## config.mk

```make
export PLATFORM = sky130hd
export DESIGN_NAME = quick_rs232_rx
export DESIGN_NICKNAME = d
export VERILOG_FILES = /design/src/rtl/quick_rs232_rx.sv
export SDC_FILE = /design/constraint.sdc
export NUM_CORES = 1
export LEC_CHECK = 0
export CAP_MARGIN = 0
export CELL_PAD_IN_SITES_DETAIL_PLACEMENT = 0
export CELL_PAD_IN_SITES_GLOBAL_PLACEMENT = 1
export CORE_ASPECT_RATIO = 2
export CORE_MARGIN = 5
export CORE_UTILIZATION = 40
export DETAILED_ROUTE_END_ITERATION = 7
export PLACE_DENSITY = 0.7
export SLEW_MARGIN = 0
export SYNTH_ARGS = -nofsm -noshare
export SYNTH_HDL_FRONTEND = slang
export SYNTH_SLANG_ARGS = --single-unit
```

## constraint.sdc

```tcl
create_clock -name clk -period 6.65 [get_ports clk]
set_clock_uncertainty 0.1 [all_clocks]
set_input_delay 1.6625 -clock clk [delete_from_list [all_inputs] [get_ports clk]]
set_output_delay 1.6625 -clock clk [all_outputs]
set_load 0.02 [all_outputs]
```

## src/rtl/quick_rs232_rx.sv

```systemverilog
// quick_rs232_rx: standalone RS-232 receiver.
// The receiver oversamples rx through a 2-FF synchronizer and deframes the
// start, data, optional parity and stop bits. Each byte is presented in a
// holding register together with its error flags and a read handshake.
// Optional macro QUICK_RS232_RX_CTS_EN: when defined, cts is a registered
// !rx_valid (reset value 0). When undefined, cts is tied high.
// Ports:
//   clk, rst         clock; asynchronous active-high reset
//   rx               serial line input, idle high, asynchronous to clk
//   cts              clear to send (1 = a frame can be accepted)
//   rx_read          consume pulse for the held byte
//   rx_data          last accepted byte, LSB received first
//   rx_valid         rx_data holds an unread byte
//   rx_parity_error  parity mismatch for the held byte
//   rx_frame_error   first stop bit sampled 0 for the held byte
//   rx_overrun       one-cycle pulse when a completed frame is dropped
//   rx_busy          a frame is in progress (state is not IDLE)
module quick_rs232_rx #(
  parameter int unsigned CLK_FREQ          = 50000000,
  parameter int unsigned DEFAULT_BYTE_LEN  = 8,
  parameter int unsigned DEFAULT_PARITY    = 1,
  parameter int unsigned DEFAULT_BAUD_RATE = 9600
) (
  input  logic                        clk,
  input  logic                        rst,
  input  logic                        rx,
  output logic                        cts,
  input  logic                        rx_read,
  output logic [DEFAULT_BYTE_LEN-1:0] rx_data,
  output logic                        rx_valid,
  output logic                        rx_parity_error,
  output logic                        rx_frame_error,
  output logic                        rx_overrun,
  output logic                        rx_busy
);

  localparam int unsigned TICKS    = CLK_FREQ / DEFAULT_BAUD_RATE;
  localparam int unsigned HALF     = TICKS / 2;
  localparam int unsigned BL       = DEFAULT_BYTE_LEN;
  localparam logic [31:0] CNT_HALF = 32'(HALF - 1);
  localparam logic [31:0] CNT_BIT  = 32'(TICKS - 1);
  localparam logic [3:0]  IDX_LAST = 4'(BL - 1);
  localparam bit          PAR_EN   = (DEFAULT_PARITY != 0);

  typedef enum logic [2:0] {
    ST_IDLE,
    ST_START,
    ST_DATA,
    ST_PARITY,
    ST_STOP,
    ST_BREAK_WAIT
  } state_t;

  state_t          r_state;
  state_t          w_state_nxt;
  logic            r_sync1;
  logic            r_sync2;
  logic [31:0]     r_cnt;
  logic [31:0]     w_cnt_nxt;
  logic [3:0]      r_idx;
  logic [3:0]      w_idx_nxt;
  logic [BL-1:0]   r_shift;
  logic            r_par_err;
  logic [BL-1:0]   r_data;
  logic            r_valid;
  logic            r_pe;
  logic            r_fe;
  logic            r_overrun;
  logic            r_busy;
  logic            w_shift_en;
  logic            w_par_en;
  logic            w_deliver;
  logic            w_par_xor;
  logic            w_par_err;
  logic            w_load;
  logic            w_valid_nxt;

  // State register.
  always_ff @(posedge clk or posedge rst) begin
    if (rst) r_state <= ST_IDLE;
    else     r_state <= w_state_nxt;
  end

  // Next-state, bit timing and sampling strobes.
  always_comb begin
    w_state_nxt = r_state;
    w_cnt_nxt   = r_cnt + 32'd1;
    w_idx_nxt   = r_idx;
    w_shift_en  = 1'b0;
    w_par_en    = 1'b0;
    w_deliver   = 1'b0;
    case (r_state)
      ST_IDLE: begin
        w_cnt_nxt = '0;
        if (!r_sync2) w_state_nxt = ST_START;
      end
      ST_START: begin
        // Mid-start-bit check rejects glitches shorter than half a bit.
        if (r_cnt == CNT_HALF) begin
          w_cnt_nxt   = '0;
          w_idx_nxt   = '0;
          w_state_nxt = r_sync2 ? ST_IDLE : ST_DATA;
        end
      end
      ST_DATA: begin
        if (r_cnt == CNT_BIT) begin
          w_cnt_nxt  = '0;
          w_shift_en = 1'b1;
          w_idx_nxt  = r_idx + 4'd1;
          if (r_idx == IDX_LAST) w_state_nxt = PAR_EN ? ST_PARITY : ST_STOP;
        end
      end
      ST_PARITY: begin
        if (r_cnt == CNT_BIT) begin
          w_cnt_nxt   = '0;
          w_par_en    = 1'b1;
          w_state_nxt = ST_STOP;
        end
      end
      ST_STOP: begin
        if (r_cnt == CNT_BIT) begin
          w_cnt_nxt   = '0;
          w_deliver   = 1'b1;
          w_state_nxt = r_sync2 ? ST_IDLE : ST_BREAK_WAIT;
        end
      end
      ST_BREAK_WAIT: begin
        // Hold here on a low line so a break cannot retrigger a frame.
        w_cnt_nxt = '0;
        if (r_sync2) w_state_nxt = ST_IDLE;
      end
      default: w_state_nxt = ST_IDLE;
    endcase
  end

  // Parity check against the completed data word.
  always_comb begin
    w_par_xor = (^r_shift) ^ r_sync2;
    case (DEFAULT_PARITY)
      32'd1:   w_par_err = w_par_xor;
      32'd2:   w_par_err = !w_par_xor;
      32'd3:   w_par_err = !r_sync2;
      32'd4:   w_par_err = r_sync2;
      default: w_par_err = 1'b0;
    endcase
  end

  // A delivery is accepted when the holder is empty or drained this cycle.
  always_comb begin
    w_load      = w_deliver && (!r_valid || rx_read);
    w_valid_nxt = r_valid;
    if (w_load)       w_valid_nxt = 1'b1;
    else if (rx_read) w_valid_nxt = 1'b0;
  end

  // Synchronizer, datapath and holding register.
  always_ff @(posedge clk or posedge rst) begin
    if (rst) begin
      r_sync1   <= 1'b1;
      r_sync2   <= 1'b1;
      r_cnt     <= '0;
      r_idx     <= '0;
      r_shift   <= '0;
      r_par_err <= 1'b0;
      r_data    <= '0;
      r_valid   <= 1'b0;
      r_pe      <= 1'b0;
      r_fe      <= 1'b0;
      r_overrun <= 1'b0;
      r_busy    <= 1'b0;
    end else begin
      r_sync1   <= rx;
      r_sync2   <= r_sync1;
      r_cnt     <= w_cnt_nxt;
      r_idx     <= w_idx_nxt;
      // Right shift: after BL bits the first received bit sits at bit 0.
      if (w_shift_en) r_shift <= {r_sync2, r_shift[BL-1:1]};
      if (w_par_en)   r_par_err <= w_par_err;
      if (w_load) begin
        r_data <= r_shift;
        r_pe   <= r_par_err;
        r_fe   <= !r_sync2;
      end
      r_valid   <= w_valid_nxt;
      r_overrun <= w_deliver && r_valid && !rx_read;
      r_busy    <= (w_state_nxt != ST_IDLE);
    end
  end

`ifdef QUICK_RS232_RX_CTS_EN
  logic r_cts;

  // Flow control mirrors the holding register: clear only when empty.
  always_ff @(posedge clk or posedge rst) begin
    if (rst) r_cts <= 1'b0;
    else     r_cts <= !w_valid_nxt;
  end

  assign cts = r_cts;
`else
  assign cts = 1'b1;
`endif

  assign rx_data         = r_data;
  assign rx_valid        = r_valid;
  assign rx_parity_error = r_pe;
  assign rx_frame_error  = r_fe;
  assign rx_overrun      = r_overrun;
  assign rx_busy         = r_busy;

endmodule

```

==> flow_summary.toml <==
[detailed_routing]
ant_nets = 0
drc = 0
vias = 2223
totalWireLength_um = 6680
wire_per_inst_um = 16.2
drtPass1Iterations = 5
dr.first_iter.drc_count = 136
viasPerCell = 5.38

[clocking]
cts.clk_slew.worst_paths_ns = 0.05
root_buffer = "clkbuf_16"
cts_buffer_depth = 2
cts_tree = "built"
cts_max_level = 3
cts-resized-gates = 0
post_cts_buffers = 0
holdBufCountCts = 0
cts_sinks = 63
cts_buffers = 9
worst_skew_pair.late_latency_ns = 0.33

[global_route]
antenna_found_initial = 0
grt_pass1_vias = 2378
grt_pass1_wl_um = 11400
grt_max_degree = 64
grt_usage_pct = 14.9
grt_remaining_overflow = 0

[timing]
slew_violations = 0
max_freq_ghz = 0.317
period_needed_ns = 3.15
fin_tns_setup_ns = 0
period_share_pct = 47.4
tightest_slew_ns = 1.12
maxSlewHeadroom_pct = 25.2
setup_viol_count_final = 0
rsz0062_at_grt = "false"
finalHoldViolCount = 0

[flow_run]
max_cap_violations = 0

[min_path]
min_to = "r_sync2"
min_from = "r_sync1"
holdPathStages = 0
worstHoldPathType = "register to register"

[setup_path]
end_kind = "register"
regToRegStartpoint = "r_cnt[25]"
path_class = "input pin to register"
crit_arrival_ns = 3.27
r2r_cells = 5
r2r-end = "r_cnt[13]"
worstPathRequired_ns = 6.76
crit_path_start = "rx_read"
start_kind = "input pin"
cp_max_fo = 11
reg2reg_slack_ns = 3.77

[place]
dp.cells = 397
port_buffers = 16
dp_hpwl_um = 4730
place.gp.congestion = 0.800

[synth]
synth_top_area_share_pct = 47.0
yosysMostFrequentCell = "dfrtp_1"
seq_area_frac_synth_pct = 48.6
yosys_warnings = 0
synth.area.top_cells = "dfrtp_1 47%, xor2_1 7.0%, mux2_2 6.2%"
synthCells = 296
netlist-cell-type-count = 57
yosys.area.top_type = "dfrtp_1"
synth_ff_type = "dfrtp_1"
synth-async-reset-ratio_pct = 100
netlist_area_mm2 = 0.00325
ys_ff_latch = 63
syn-num-nets = 302
syn_area_per_cell_um2 = 11.0
synth_edf_count = 0
synthTopCellsByCount = "61 x dfrtp_1, 28 x nor2_1, 26 x xor2_1"

[floorplan]
num_io_pins = 18
die_w_um = 73.7
die_h_um = 137
dieArea_mm2 = 0.0101
placementRows = 46
core_area_mm2 = 0.00794
initial_utilization_pct = 40.9

[pwr]
powerDensity_mw_per_mm2 = 227
ir_drop_v = 0.000117
power.leakage_uw = 0.00167

[layout]
nets = 318
layout-drive-gt1-share_pct = 19.6
antenna_cells = 0
final_cells = 413
area_growth_pct = 15.3

[run_status]
status = "completed"
critical path, cell delays in order:
cell	delay [ns]
clkdlybuf4s50_1	0.45
nand2b_1	0.13
nor2b_1	0.14
nand4_1	0.43
mux2_2	0.45
per-stage QoR:
stage | hold WS (ns) | power, uW | setup WS [ns] | area, um^2 | util (%)
floorplan | 0.245 | 400 | 3.32 | 3250 | -
detailed placement | 0.249 | 404 | 3.12 | 3460 | 43.5
CTS | 0.253 | 862 | 3.48 | 3750 | 47.2
global placement | 0.247 | 404 | 3.20 | 3460 | 43.5
finish | 0.254 | 851 | 3.50 | 3750 | 47.2
global route | 0.260 | 878 | 3.39 | 3750 | 47.2
cell type report:
cell class	instances	area, um^2
clock inverters	6	61.3
flip-flops and latches	63	1580
multi-input cells	215	1570
well taps	96	120
repair buffers	17	168
fillers	746	4200
clock buffers	10	229
inverters	6	22.5
kinds of logic after synthesis:
family          after synthesis  synth area share [%]
compound gates               22                  5.51
xor+xnor                     37                  9.98
simple gates                135                  25.6
buf+inv                      18                  3.16
fa+ha+maj                     2                 0.770
other cells                   1                 0.115
mux                          18                  6.24
flops                        63                  48.6
flip-flops by register name, summed over array words and instances (netlist names):
signal           count
rx_overrun           1
rx_data              8
rx_frame_error       1
r_shift              8
rx_busy              1
r_state              3
r_idx                4
r_sync2              1
rx_valid             1
r_par_err            1
r_cnt               32
rx_parity_error      1
r_sync1              1
per-layer routing:
| metal | track usage (%) | part of all wire, % | up-vias |
|---|---|---|---|
| met5 | 0 | 0 | - |
| met4 | 10.3 | 4.3 | 0 |
| met3 | 2.70 | 2.4 | 18 |
| met2 | 27.1 | 55 | 34 |
| met1 | 14.6 | 38 | 1097 |
| li1 | - | - | 1074 |
report_power, final:
| group | internal (uW) | switching (uW) | leakage, uW |
|---|---|---|---|
| combinational | 2.79 | 8.48 | 0.000674 |
| sequential | 385 | 0.925 | 0.000853 |
| clock | 288 | 166 | 0.000142 |
| total | 676 | 176 | 0.00167 |
worst max-delay path by stage:
stage | to | slack [ns] | cells past startpoint
final | rx_data[5] | 3.50 | 5
after global routing | rx_data[2] | 3.39 | 5
after CTS | rx_data[5] | 3.48 | 5
after detailed placement | rx_data[5] | 3.12 | 5
after global placement | rx_data[3] | 3.20 | 5
after floorplan | r_cnt[0] | 3.32 | 1
cell usage in the layout, fill, tap and decap left out, types with 2 or more instances in the layout:
master | Yosys | routed
and4_1 | 6 | 6
nor3_4 | 2 | 2
inv_1 | 6 | 5
and3_1 | 11 | 11
clkdlybuf4s50_1 | 0 | 16
xnor2_1 | 11 | 11
xor2_1 | 26 | 26
nand3_1 | 15 | 15
nand4bb_1 | 2 | 2
or3_1 | 2 | 2
nor2_1 | 28 | 28
o31ai_1 | 3 | 3
dfstp_2 | 2 | 2
or4b_1 | 2 | 2
mux2_2 | 18 | 18
or2b_1 | 2 | 2
nand2b_1 | 5 | 5
and2_1 | 2 | 2
nor4_1 | 5 | 5
nor2_2 | 7 | 7
nand4_1 | 11 | 11
ha_1 | 2 | 2
nand2_1 | 13 | 13
nand4b_1 | 2 | 2
o21ai_0 | 7 | 7
a21oi_1 | 2 | 2
and3_2 | 2 | 2
clkinv_2 | 0 | 3
clkbuf_16 | 0 | 9
dfrtp_1 | 61 | 61
nor3_1 | 5 | 5
Note: power is estimated with default switching activity, not from simulation.
